## src/rtl/aiv_video_out_timing.sv

```systemverilog
// Video output timing for the AIV overlay: framebuffer phase/strobe/frame-start, blanking and PAL-style syncs.
// Optional colour-bar source is enabled by defining AIV_TEST_PATTERN_EN.
module aiv_video_out_timing #(
`ifdef AIV_TEST_PATTERN_EN
  parameter int unsigned BAR_WIDTH     = 90,
`endif
  parameter int unsigned CLK_PER_PIXEL = 6,
  parameter int unsigned H_ACTIVE      = 720,
  parameter int unsigned H_FRONT       = 12,
  parameter int unsigned H_SYNC        = 64,
  parameter int unsigned H_BACK        = 68,
  parameter int unsigned V_ACTIVE      = 288,
  parameter int unsigned V_FRONT       = 2,
  parameter int unsigned V_SYNC        = 3,
  parameter int unsigned V_BACK        = 19
) (
  input  logic       clk,
  input  logic       reset_n,
  output logic [2:0] clk_phase,
  output logic       pixel_ce_out,
  output logic       frame_start_flag_out,
  input  logic [2:0] rgb_111_in,
`ifdef AIV_TEST_PATTERN_EN
  input  logic       test_pattern,
`endif
  output logic [2:0] rgb_out,
  output logic       hsync_n,
  output logic       vsync_n,
  output logic       csync_n,
  output logic       video_active
);

  localparam int unsigned H_TOTAL = H_ACTIVE + H_FRONT + H_SYNC + H_BACK;
  localparam int unsigned V_TOTAL = V_ACTIVE + V_FRONT + V_SYNC + V_BACK;
  localparam int unsigned PW      = $clog2(CLK_PER_PIXEL);
  localparam int unsigned HW      = $clog2(H_TOTAL);
  localparam int unsigned VW      = $clog2(V_TOTAL);

  localparam logic [PW-1:0] PH_LAST = PW'(CLK_PER_PIXEL - 1);
  localparam logic [HW-1:0] H_LAST  = HW'(H_TOTAL - 1);
  localparam logic [HW-1:0] H_ACT   = HW'(H_ACTIVE);
  localparam logic [HW-1:0] HS_BEG  = HW'(H_ACTIVE + H_FRONT);
  localparam logic [HW-1:0] HS_END  = HW'(H_ACTIVE + H_FRONT + H_SYNC);
  localparam logic [VW-1:0] V_LAST  = VW'(V_TOTAL - 1);
  localparam logic [VW-1:0] V_ACT   = VW'(V_ACTIVE);
  localparam logic [VW-1:0] VS_BEG  = VW'(V_ACTIVE + V_FRONT);
  localparam logic [VW-1:0] VS_END  = VW'(V_ACTIVE + V_FRONT + V_SYNC);

  logic [PW-1:0] phase, phase_nxt_c;
  logic [HW-1:0] h, h_nxt_c, h_q;
  logic [VW-1:0] v, v_nxt_c, v_q;
  logic          phase_last_c, h_last_c, v_last_c;
  logic          pce_c, frame_end_c;
  logic          act_c, hs_c, vs_c;
  logic [2:0]    pix_c;

  // Counter advance plus decode of the registered (output-aligned) position h_q/v_q.
  always_comb begin
    phase_last_c = (phase == PH_LAST);
    h_last_c     = (h == H_LAST);
    v_last_c     = (v == V_LAST);
    phase_nxt_c  = phase_last_c ? '0 : phase + PW'(1);
    h_nxt_c      = h;
    v_nxt_c      = v;
    if (phase_last_c) begin
      h_nxt_c = h_last_c ? '0 : h + HW'(1);
      if (h_last_c) v_nxt_c = v_last_c ? '0 : v + VW'(1);
    end
    pce_c       = (phase == '0) && (h < H_ACT) && (v < V_ACT);
    frame_end_c = phase_last_c && h_last_c && v_last_c;
    act_c       = (h_q < H_ACT) && (v_q < V_ACT);
    hs_c        = (h_q >= HS_BEG) && (h_q < HS_END);
    vs_c        = (v_q >= VS_BEG) && (v_q < VS_END);
    pix_c       = rgb_111_in;
`ifdef AIV_TEST_PATTERN_EN
    if (test_pattern) pix_c = 3'd7 - 3'((32'(h_q) / BAR_WIDTH) % 32'd8);
`endif
  end

  // Counters sit at the terminal state in reset so the first released cycle is the frame-start cycle.
  always_ff @(posedge clk) begin
    if (!reset_n) begin
      phase                <= PH_LAST;
      h                    <= H_LAST;
      v                    <= V_LAST;
      h_q                  <= H_LAST;
      v_q                  <= V_LAST;
      clk_phase            <= 3'd0;
      pixel_ce_out         <= 1'b0;
      frame_start_flag_out <= 1'b0;
      rgb_out              <= 3'd0;
      hsync_n              <= 1'b1;
      vsync_n              <= 1'b1;
      csync_n              <= 1'b1;
      video_active         <= 1'b0;
    end else begin
      phase                <= phase_nxt_c;
      h                    <= h_nxt_c;
      v                    <= v_nxt_c;
      h_q                  <= h;
      v_q                  <= v;
      clk_phase            <= 3'(phase);
      pixel_ce_out         <= pce_c;
      frame_start_flag_out <= frame_end_c;
      // Framebuffer returns the pixel in the phase-1 cycle; capture it and the matching syncs together.
      if (clk_phase == 3'd1) begin
        rgb_out      <= act_c ? pix_c : 3'd0;
        video_active <= act_c;
        hsync_n      <= ~hs_c;
        vsync_n      <= ~vs_c;
        csync_n      <= ~(hs_c | vs_c);
      end
    end
  end

endmodule

```

## config.mk

```make
export PLATFORM = sky130hd
export DESIGN_NAME = aiv_video_out_timing
export DESIGN_NICKNAME = d
export VERILOG_FILES = /design/src/rtl/aiv_video_out_timing.sv
export SDC_FILE = /design/constraint.sdc
export NUM_CORES = 1
export LEC_CHECK = 0
export CAP_MARGIN = 20
export CELL_PAD_IN_SITES_DETAIL_PLACEMENT = 0
export CELL_PAD_IN_SITES_GLOBAL_PLACEMENT = 1
export CORE_ASPECT_RATIO = 1.75
export CORE_UTILIZATION = 39
export DETAILED_ROUTE_END_ITERATION = 10
export HOLD_SLACK_MARGIN = 0.03
export PLACE_DENSITY_LB_ADDON = 0.1
export SYNTH_ARGS = -nofsm -noshare
export SYNTH_HDL_FRONTEND = slang
export SYNTH_SLANG_ARGS = --single-unit
```

## constraint.sdc

```tcl
create_clock -name clk -period 1.95 [get_ports clk]
set_input_delay 0.39 -clock clk [delete_from_list [all_inputs] [get_ports clk]]
set_output_delay 0.39 -clock clk [all_outputs]
set_load 0.05 [all_outputs]
```

==> results.json <==
{
  "cts.sinks": 51,
  "post_synth_num_cell_types": 38,
  "wire_per_inst_um": 15.43,
  "row_count": 33,
  "synthFlopType": "dfxtp_1",
  "setup.worst_path.end": "clk_phase[1]",
  "path_depth": 1,
  "antenna_found_initial": 0,
  "firstDrtPassIters": 4,
  "grt_max_degree": 41,
  "cpMaxStageDelayCell": "clkdlybuf4s50_1",
  "fmax_ghz": 0.5437,
  "cts_htree_levels": 2,
  "place.gp.congestion": 0.8382,
  "crit_path_max_fanout": 2,
  "fin_crit_sh_pct": 94.33,
  "timing.slew.headroom_pct": 66.18,
  "syn_area_um2": 1976,
  "finalSetupViolCount": 0,
  "clkTransAtPathRegs_ns": 0.08,
  "io_buffers": 16,
  "r2r_cells": 5,
  "crit_arrival_ns": 1.45,
  "ys_ff_latch": 51,
  "route.final.wire_length_um": 4522,
  "synth-edff-count": 0,
  "yosysTopAreaCellShare_pct": 51.68,
  "critPathTopFamily": "buffers and inverters",
  "period_needed_ns": 1.839,
  "numCtsBuffers": 5,
  "hold_path.class": "flip-flop to flip-flop",
  "synthArstFlopShare_pct": 0,
  "synth.net_count": 217,
  "grt_setup_unrepaired": "true",
  "cp_data_required_time_ns": 1.56,
  "ant_nets": 0,
  "holdBufCountCts": 0,
  "path_cells": "clkdlybuf4s50_1",
  "post_drt_via_cell_ratio": 5.526,
  "drive_gt1_share_pct": 12.45,
  "cap_viol_max_count": 0,
  "status": "complete, no violations",
  "finalHoldViolations": 0,
  "ios": 17,
  "dp_worst_setup_slack_ns": 0.05285,
  "critical_path_class": "flip-flop to output port",
  "drc_errors": 0,
  "clk_latency_ns": 0.30,
  "grt_first_pass_wirelength_um": 7748,
  "placed_cells": 285,
  "drv_slew": 0,
  "layout.cells.non_filler": 293,
  "crit_path_start": "clk_phase[1]$_SDFF_PN0_",
  "yosysSeqAreaShare_pct": 51.68,
  "start_util_pct": 41.25,
  "synth.most_common_cell": "dfxtp_1",
  "clk_path_buf_depth": 2,
  "powerDensity_nw_per_um2": 1278,
  "fin_skew_ns": 0.004097,
  "nets": 250,
  "synthCells": 207,
  "diodes": 0,
  "n_fill_cell": 471,
  "fp.dieArea_um2": 5365,
  "endpoint_kind": "output port",
  "die_x_um": 55.80,
  "grt_pass1_vias": 1623,
  "r2r_start": "h[1]$_SDFFE_PN1N_",
  "grt-ovfl-total": 0,
  "dr.first_iter.drc_count": 66,
  "grt_usage_pct": 18.66,
  "synth_common_cells": "51 x dfxtp_1, 17 x nand2_1, 16 x nand2b_1, 14 x o21ai_0, 9 x nor2_1",
  "r2r_end": "v[8]$_SDFFE_PN1P_",
  "via_count": 1619,
  "fin_ws_ns": 0.1106,
  "path_buf_inv": 1,
  "ff_latch_area_um2": 1022,
  "synth_area_leaders": "dfxtp_1 52%, nand2b_1 5.1%, o21ai_0 3.5%",
  "die_h_um": 96.16,
  "ff2ff_setup_slack_ns": 0.11,
  "syn2layout_area_growth_pct": 22.55,
  "start_kind": "flip-flop",
  "p_total_mw": 3.094,
  "dp.final_hpwl_um": 3407,
  "synth_top_cell_by_area": "dfxtp_1",
  "clock-root-buffer": "clkbuf_8",
  "multi_input_area_um2": 929.6,
  "critPathMaxStageDelay_ns": 0.81,
  "peakVddDrop_v": 0.0006476,
  "worstMarginPinSlew_ns": 0.5056,
  "holdCritStartpoint": "video_active$_SDFFE_PN0N_",
  "postSynthAreaPerCell_um2": 9.544,
  "yosys_warnings": 0,
  "cts_tree": "built",
  "core_um2": 4790,
  "leakage_nw": 0.9591
}
==> worst min-delay path by stage <==
stage / endpoint / slack, ns / cells past startpoint
floorplan: pixel_ce_out$_SDFF_PN0_ / 0.45 / 1
global placement: video_active$_SDFFE_PN0N_ / 0.44 / 1
detailed placement: video_active$_SDFFE_PN0N_ / 0.45 / 1
CTS: video_active$_SDFFE_PN0N_ / 0.47 / 1
global route: video_active$_SDFFE_PN0N_ / 0.49 / 1
finish: video_active$_SDFFE_PN0N_ / 0.46 / 1
==> cells in the final DEF, fill, tap and decap left out, types with 2 or more instances in the layout <==
| master | Yosys | final |
|---|---|---|
| nor2_1 | 9 | 8 |
| and2_1 | 5 | 5 |
| and4_1 | 3 | 3 |
| nand4_1 | 4 | 4 |
| nand2_1 | 17 | 17 |
| o21ai_0 | 14 | 14 |
| or3_1 | 3 | 2 |
| mux2i_1 | 2 | 2 |
| a31oi_1 | 5 | 5 |
| buf_4 | 0 | 16 |
| nand3_1 | 7 | 7 |
| clkbuf_8 | 0 | 5 |
| xor2_1 | 3 | 3 |
| a21oi_1 | 8 | 8 |
| nand4b_1 | 2 | 2 |
| nor3_1 | 3 | 3 |
| inv_1 | 4 | 4 |
| nor4_1 | 3 | 2 |
| or4_1 | 6 | 6 |
| clkdlybuf4s50_1 | 0 | 16 |
| o31ai_1 | 6 | 6 |
| o211ai_1 | 3 | 3 |
| ha_1 | 5 | 4 |
| and3_1 | 5 | 5 |
| xnor2_1 | 2 | 2 |
| dfxtp_1 | 51 | 50 |
| a22o_1 | 3 | 3 |
| nand2b_1 | 16 | 16 |
==> layout make-up <==
type                       instances  share of cell area, %
tap                               52                  2.687
multi-input combinational        144                  38.40
sequential                        51                  42.22
timing repair buffer              33                  12.40
clock buffer                       6                  2.997
clock inverter                     2                 0.5168
inverter                           5                 0.7752
==> flip-flops by register name, indices dropped and copies added (netlist names), 3 cells and up <==
name and flops:
clk_phase 3, v_q 9, rgb_out 3, v 9
phase 3, h 10, h_q 8
==> kinds of logic (layout without fill, tap and decap cells) <==
logic type / after synthesis / count (layout) / synth area share, %
compound gates: 45 / 45 / 14.38
xor+xnor: 5 / 5 / 2.217
fa+ha+maj: 5 / 5 / 3.167
buf+inv: 12 / 46 / 2.469
flops: 51 / 51 / 51.68
mux: 2 / 2 / 1.013
simple gates: 87 / 87 / 25.08
==> power by group <==
part	internal, mW	leakage [nW]	total [mW]	switching [mW]
sequential	1.23	0.416	1.39	0.155
combinational	0.480	0.501	1.12	0.639
clock	0.251	0.0412	0.587	0.336
total	1.96	0.959	3.09	1.13
==> per-layer routing <==
| metal | part of all wire [%] | GRT usage (%) | vias up |
|---|---|---|---|
| met5 | 0 | 0 | - |
| met4 | 1.8 | 8.333 | 0 |
| met3 | 1.9 | 3.360 | 8 |
| met2 | 56 | 35.04 | 19 |
| met1 | 40 | 20.22 | 773 |
| li1 | - | - | 819 |
==> stage by stage <==
| stage | util, % | area [um2] | TNS (ns) | hold slack [ns] |
|---|---|---|---|---|
| final | 50.55 | 2421 | 0 | 0.4631 |
| after global routing | 50.55 | 2421 | -0.03234 | 0.4889 |
| after CTS | 50.03 | 2396 | 0 | 0.4669 |
| after detailed placement | 48.25 | 2311 | 0 | 0.4460 |
| after global placement | 48.25 | 2311 | 0 | 0.4408 |
| after floorplan | - | 1976 | 0 | 0.4528 |
==> what timing repair did <==
item / 4_1_cts / 5_1_grt
setup endpoints to repair: 0 / 13
setup buffers: 0 / 0
resized for setup: 0 / 6
Note: power is estimated with default switching activity, not from simulation.
